===== src/rtl/ccm_arbiter.sv =====
// Round-robin arbiter sharing the ccm_controller port between fetch (m0) and load/store (m1).
// Read responses are steered back to their issuer through an in-order tag FIFO.
module ccm_arbiter #(
  parameter int ADDR_WIDTH = 11,
  parameter int DATA_WIDTH = 32,
  parameter int MAX_OUTST  = 2
) (
  input  logic                  clk,
  input  logic                  rst_n,
  input  logic                  m0_req,
  input  logic                  m0_we,
  input  logic [ADDR_WIDTH-1:0] m0_addr,
  input  logic [DATA_WIDTH-1:0] m0_wdata,
  output logic                  m0_gnt,
  output logic                  m0_rvalid,
  output logic [DATA_WIDTH-1:0] m0_rdata,
  input  logic                  m1_req,
  input  logic                  m1_we,
  input  logic [ADDR_WIDTH-1:0] m1_addr,
  input  logic [DATA_WIDTH-1:0] m1_wdata,
  output logic                  m1_gnt,
  output logic                  m1_rvalid,
  output logic [DATA_WIDTH-1:0] m1_rdata,
  output logic                  cntlr_rd,
  output logic [ADDR_WIDTH-1:0] cntlr_raddr,
  output logic                  cntlr_wr,
  output logic [ADDR_WIDTH-1:0] cntlr_waddr,
  output logic [DATA_WIDTH-1:0] cntlr_wr_data,
  input  logic [DATA_WIDTH-1:0] cntlr_rd_data,
  input  logic                  cntlr_rd_valid,
  output logic                  proto_err
);

  localparam int PTR_W = (MAX_OUTST > 1) ? $clog2(MAX_OUTST) : 1;
  localparam int CNT_W = $clog2(MAX_OUTST + 1);
  localparam logic [CNT_W-1:0] MAX_CNT  = CNT_W'(MAX_OUTST);
  localparam logic [PTR_W-1:0] LAST_PTR = PTR_W'(MAX_OUTST - 1);

  logic [MAX_OUTST-1:0]  tag_mem;
  logic [PTR_W-1:0]      wr_ptr;
  logic [PTR_W-1:0]      rd_ptr;
  logic [CNT_W-1:0]      fifo_count;
  logic                  rr_pri;

  logic                  m0_elig;
  logic                  m1_elig;
  logic                  any_gnt;
  logic                  sel_we;
  logic [ADDR_WIDTH-1:0] sel_addr;
  logic [DATA_WIDTH-1:0] sel_wdata;
  logic                  push;
  logic                  pop;
  logic                  head_id;

  function automatic logic [PTR_W-1:0] next_ptr(input logic [PTR_W-1:0] p);
    return (p == LAST_PTR) ? '0 : p + 1'b1;
  endfunction

  // Full is judged on the pre-edge count, so a pop this cycle does not unblock a read
  always_comb begin
    m0_elig   = m0_req & (m0_we | (fifo_count < MAX_CNT));
    m1_elig   = m1_req & (m1_we | (fifo_count < MAX_CNT));
    m0_gnt    = m0_elig & (~m1_elig | ~rr_pri);
    m1_gnt    = m1_elig & (~m0_elig | rr_pri);
    any_gnt   = m0_gnt | m1_gnt;
    sel_we    = m1_gnt ? m1_we    : m0_we;
    sel_addr  = m1_gnt ? m1_addr  : m0_addr;
    sel_wdata = m1_gnt ? m1_wdata : m0_wdata;
    push      = any_gnt & ~sel_we;
    pop       = cntlr_rd_valid & (fifo_count != '0);
    head_id   = tag_mem[rd_ptr];
  end

  always_ff @(posedge clk or negedge rst_n) begin
    if (!rst_n) begin
      rr_pri        <= 1'b0;
      cntlr_rd      <= 1'b0;
      cntlr_wr      <= 1'b0;
      cntlr_raddr   <= '0;
      cntlr_waddr   <= '0;
      cntlr_wr_data <= '0;
    end else begin
      if (any_gnt) rr_pri <= ~m1_gnt;
      cntlr_rd <= any_gnt & ~sel_we;
      cntlr_wr <= any_gnt & sel_we;
      if (any_gnt & ~sel_we) cntlr_raddr <= sel_addr;
      if (any_gnt & sel_we) begin
        cntlr_waddr   <= sel_addr;
        cntlr_wr_data <= sel_wdata;
      end
    end
  end

  always_ff @(posedge clk or negedge rst_n) begin
    if (!rst_n) begin
      tag_mem    <= '0;
      wr_ptr     <= '0;
      rd_ptr     <= '0;
      fifo_count <= '0;
    end else begin
      if (push) begin
        tag_mem[wr_ptr] <= m1_gnt;
        wr_ptr          <= next_ptr(wr_ptr);
      end
      if (pop) rd_ptr <= next_ptr(rd_ptr);
      case ({push, pop})
        2'b10:   fifo_count <= fifo_count + 1'b1;
        2'b01:   fifo_count <= fifo_count - 1'b1;
        default: fifo_count <= fifo_count;
      endcase
    end
  end

  // A response with nothing outstanding is dropped and latched as a protocol error
  always_ff @(posedge clk or negedge rst_n) begin
    if (!rst_n) begin
      m0_rvalid <= 1'b0;
      m1_rvalid <= 1'b0;
      m0_rdata  <= '0;
      m1_rdata  <= '0;
      proto_err <= 1'b0;
    end else begin
      m0_rvalid <= pop & ~head_id;
      m1_rvalid <= pop & head_id;
      if (pop & ~head_id) m0_rdata <= cntlr_rd_data;
      if (pop & head_id)  m1_rdata <= cntlr_rd_data;
      if (cntlr_rd_valid & (fifo_count == '0)) proto_err <= 1'b1;
    end
  end

endmodule


===== config.mk =====
export PLATFORM = sky130hd
export DESIGN_NAME = ccm_arbiter
export DESIGN_NICKNAME = d
export VERILOG_FILES = /design/src/rtl/ccm_arbiter.sv
export SDC_FILE = /design/constraint.sdc
export NUM_CORES = 1
export LEC_CHECK = 0
export BUFFER_PORTS_ARGS = -buffer_cell sky130_fd_sc_hd__buf_2
export CORE_MARGIN = 2
export CORE_UTILIZATION = 51
export CTS_CLUSTER_SIZE = 25
export DETAILED_ROUTE_END_ITERATION = 6
export GPL_ROUTABILITY_DRIVEN = 1
export PLACE_DENSITY = 0.86
export SLEW_MARGIN = 5
export SYNTH_ARGS = -nofsm -noshare
export SYNTH_HDL_FRONTEND = slang
export SYNTH_SLANG_ARGS = --single-unit

===== constraint.sdc =====
create_clock -name clk -period 4.1 [get_ports clk]
set_input_delay 0.41 -clock clk [delete_from_list [all_inputs] [get_ports clk]]
set_output_delay 0.41 -clock clk [all_outputs]
set_load 0.1 [all_outputs]

==> qor.yml <==
port-buffer-count: 249
tritoncts.num_buffers: 17
r2r-start: "fifo_count[1]$_DFFE_PN0P_"
synth.net_count: 472
fmax_mhz: 350.0
post_synthesis_mux_area_share: 0.3401
grt_remaining_overflow: 0
worstRegToRegCells: 5
rsz_0062_raised_after_global_routing: "false"
postCtsSetupBuffers: 0
die_height_um: 107.9
timing.critical_path.slowest_stage_cell: "o211ai_4"
boundaryPins: 250
detailroute.via_count: 3830
timing.critical_path.from_type: "flip-flop"
whs_ns: 0.1147
cp_top_family: "compound AO/OA/AOI/OAI gates"
synth.avg_cell_area_sq_um: 15.91
total_iterations_of_the_first_detailed_routing_run: 4
antenna_cells: 0
detailedRoute.firstIterationViolations: 142
synth_simple_gate_area_frac: 0.01591
synth_warnings: 0
num-nets-final: 730
placement.setup.worst_slack_ns: 1.618
yosysUniqueCellTypes: 31
maxSlewViolCount: 0
clock_skew_ns: 0.007521
placement_rows: 37
r2r_slack_ns: 1.66
tritoncts: "yes"
clk_tree_root_cell: "clkbuf_8"
via_per_inst: 5.086
number_of_global_route_vias_before_repair: 4042
post_synth_xor_area_fraction: 0.007956
cap_violations: 0
routed_wl_mm: 12.83
number_of_buffers_on_the_longest_clock_path: 2
synth_top_family_by_area: "multiplexers"
area.growth.synth_to_final_pct: 34.74
route.antenna.remaining_nets: 0
max_slew.worst_pin.slew_ns: 0.9832
yosysSeqAreaShare: 0.5910
htree_depth: 4
critical_path.cell_chain: "and2b_4, o211ai_4, inv_1, buf_2"
fill_cells: 765
cts_sinks: 130
setup_viol_count_final: 0
netlist_area_sq_mm: 0.005504
period_share: 0.6969
critical_path_peak_fanout: 26
synth_compound_gate_area_share: 0.01387
fp.dieW_um: 107.9
gp_congestion: 0.7683
core_area_sq_mm: 0.01042
result_of_the_run: "complete, no violations"
synth-seq-cells: 130
timing.hold.worst_path_depth: 2
slew_headroom: 0.3430
netlist_instances: 346
cp_num_buf_inv: 2
finalSetupTns_ns: 0
floorplan.die_area_sq_mm: 0.01164
antenna_found_initial: 0
clkSlewWorstSetupHoldPaths_ns: 0.06
grt_start_max_net_pins: 56
grt_pass1_wl_mm: 19.64
synth-adder-area-share: 0.002273
timing.critical_path.arrival_ns: 2.45
fin_ws_ns: 1.243
layout.core_utilization: 0.7120
worst_r2r_endpoint: "cntlr_wr_data[29]$_DFFE_PN0P_"
class_of_the_tightest_hold_or_removal_check: "in -> reg"
hpwlAfterDp_mm: 9.381
criticalPathCategory: "reg -> out"
post_drt_wl_per_cell_um: 17.04
grt_usage: 0.2215
whs_endpoint: "proto_err$_DFFE_PN0P_"
start_util: 0.5284
holdCritStartpoint: "cntlr_rd_valid"
clk-insertion-delay-late_ns: 0.51
drc: 0
critPathRequiredTime_ns: 3.69
crit_path_max_incr_delay_ns: 0.69
timing_hold_violations_final: 0
drive_above_1_share: 0.6823
final.min_clock_period_ns: 2.857
critPathCaptureType: "output pin"
==> cells by family after synthesis <==
group / Yosys count
AOI/OAI and AO/OA: 9
xor gates and xnor gates: 5
adders and majority gates: 1
buffers and inverters: 22
DFF: 130
muxes: 164
and+or+nand+nor: 15
==> sequential cells by signal, indices dropped and copies added, names as in the netlist, 2 cells and up <==
signal / count
cntlr_raddr: 11
tag_mem: 2
cntlr_wr_data: 32
cntlr_waddr: 11
m1_rdata: 32
m0_rdata: 32
fifo_count: 2
==> synth_stat cells (all sizes together) <==
cell	instances	area share
mux2	163	0.34
dfrtp	130	0.59
buf	16	0.025
inv	6	0.0041
nor2	5	0.0043
xnor2	4	0.0064
nand2	3	0.0025
nand2b	3	0.0039
a21oi	2	0.0025
a21o	1	0.0014
a22oi	1	0.0014
a31oi	1	0.0011
a32oi	1	0.0016
and2b	1	0.0018
ha	1	0.0023
mux2i	1	0.0018
nor2b	1	0.0011
nor3	1	0.00091
nor3b	1	0.0014
o211ai	1	0.0039
o21ai	1	0.00091
o22ai	1	0.0011
xor2	1	0.0016
==> worst reg2reg max path, stage by stage, from the launching register on <==
cell and delay (ns):
dfrtp_1 0.47, and2b_4 0.22, o211ai_4 0.69, buf_4 0.35
mux2_1 0.34, mux2_2 0.26
==> metrics by stage <==
step / cell area, sq um / std cells
6_report: 7416 / 753
5_1_grt: 7416 / 753
4_1_cts: 7416 / 753
3_5_place_dp: 6837 / 720
3_3_place_gp: 6837 / 720
2_1_floorplan: 5504 / 346
==> cell type report <==
type	count	area (sq um)	share of cell area
inverters	6	22.52	0.003037
flip-flops and latches	130	3253	0.4387
clock inverters	12	133.9	0.01805
multi-input cells	194	2105	0.2838
clock buffers	20	435.4	0.05871
repair buffers	255	1296	0.1748
well taps	136	170.2	0.02295
==> per-layer routing <==
metal	share of wire	vias up	routed length (um)	track usage
met1	0.37	1913	4757	0.2435
li1	-	1750	-	-
met2	0.54	139	6937	0.3953
met3	0.061	28	782	0.06235
met5	0	-	0	0
met4	0.027	0	350	0.1007
==> worst max-delay path by stage <==
stage	to	startpoint	cells after the start	slack, ns
6_report	m1_gnt	fifo_count[1]$_DFFE_PN0P_	4	1.24
5_1_grt	m1_gnt	fifo_count[1]$_DFFE_PN0P_	4	1.09
4_1_cts	m1_gnt	fifo_count[1]$_DFFE_PN0P_	4	1.21
3_5_place_dp	cntlr_wr_data[19]$_DFFE_PN0P_	m0_we	6	1.62
3_3_place_gp	cntlr_wr_data[1]$_DFFE_PN0P_	m0_we	6	1.68
2_1_floorplan	m0_gnt	m1_we	2	1.53
==> placed cells by master (no fill, tap or decap), types with 2 or more instances in the layout <==
cell        count
xnor2_1         4
mux2_4          7
clkbuf_1        2
clkbuf_16      16
clkinv_4        2
buf_4           6
nor2_1          3
buf_2         248
nand2_1         2
clkinvlp_4      5
bufinv_16       2
mux2_2        123
clkinv_2        2
nand2b_1        2
clkbuf_8        2
dfrtp_1       130
mux2_1         33
inv_1           6
==> what timing repair did <==
action                    in CTS  in global routing
gates resized for setup        0                  0
hold endpoints to repair      53                  0
hold buffers                   1                  0
Power is left out: the tool's default activity adds up to more than one toggle a clock period on the data nets, which glitch-free logic cannot reach.
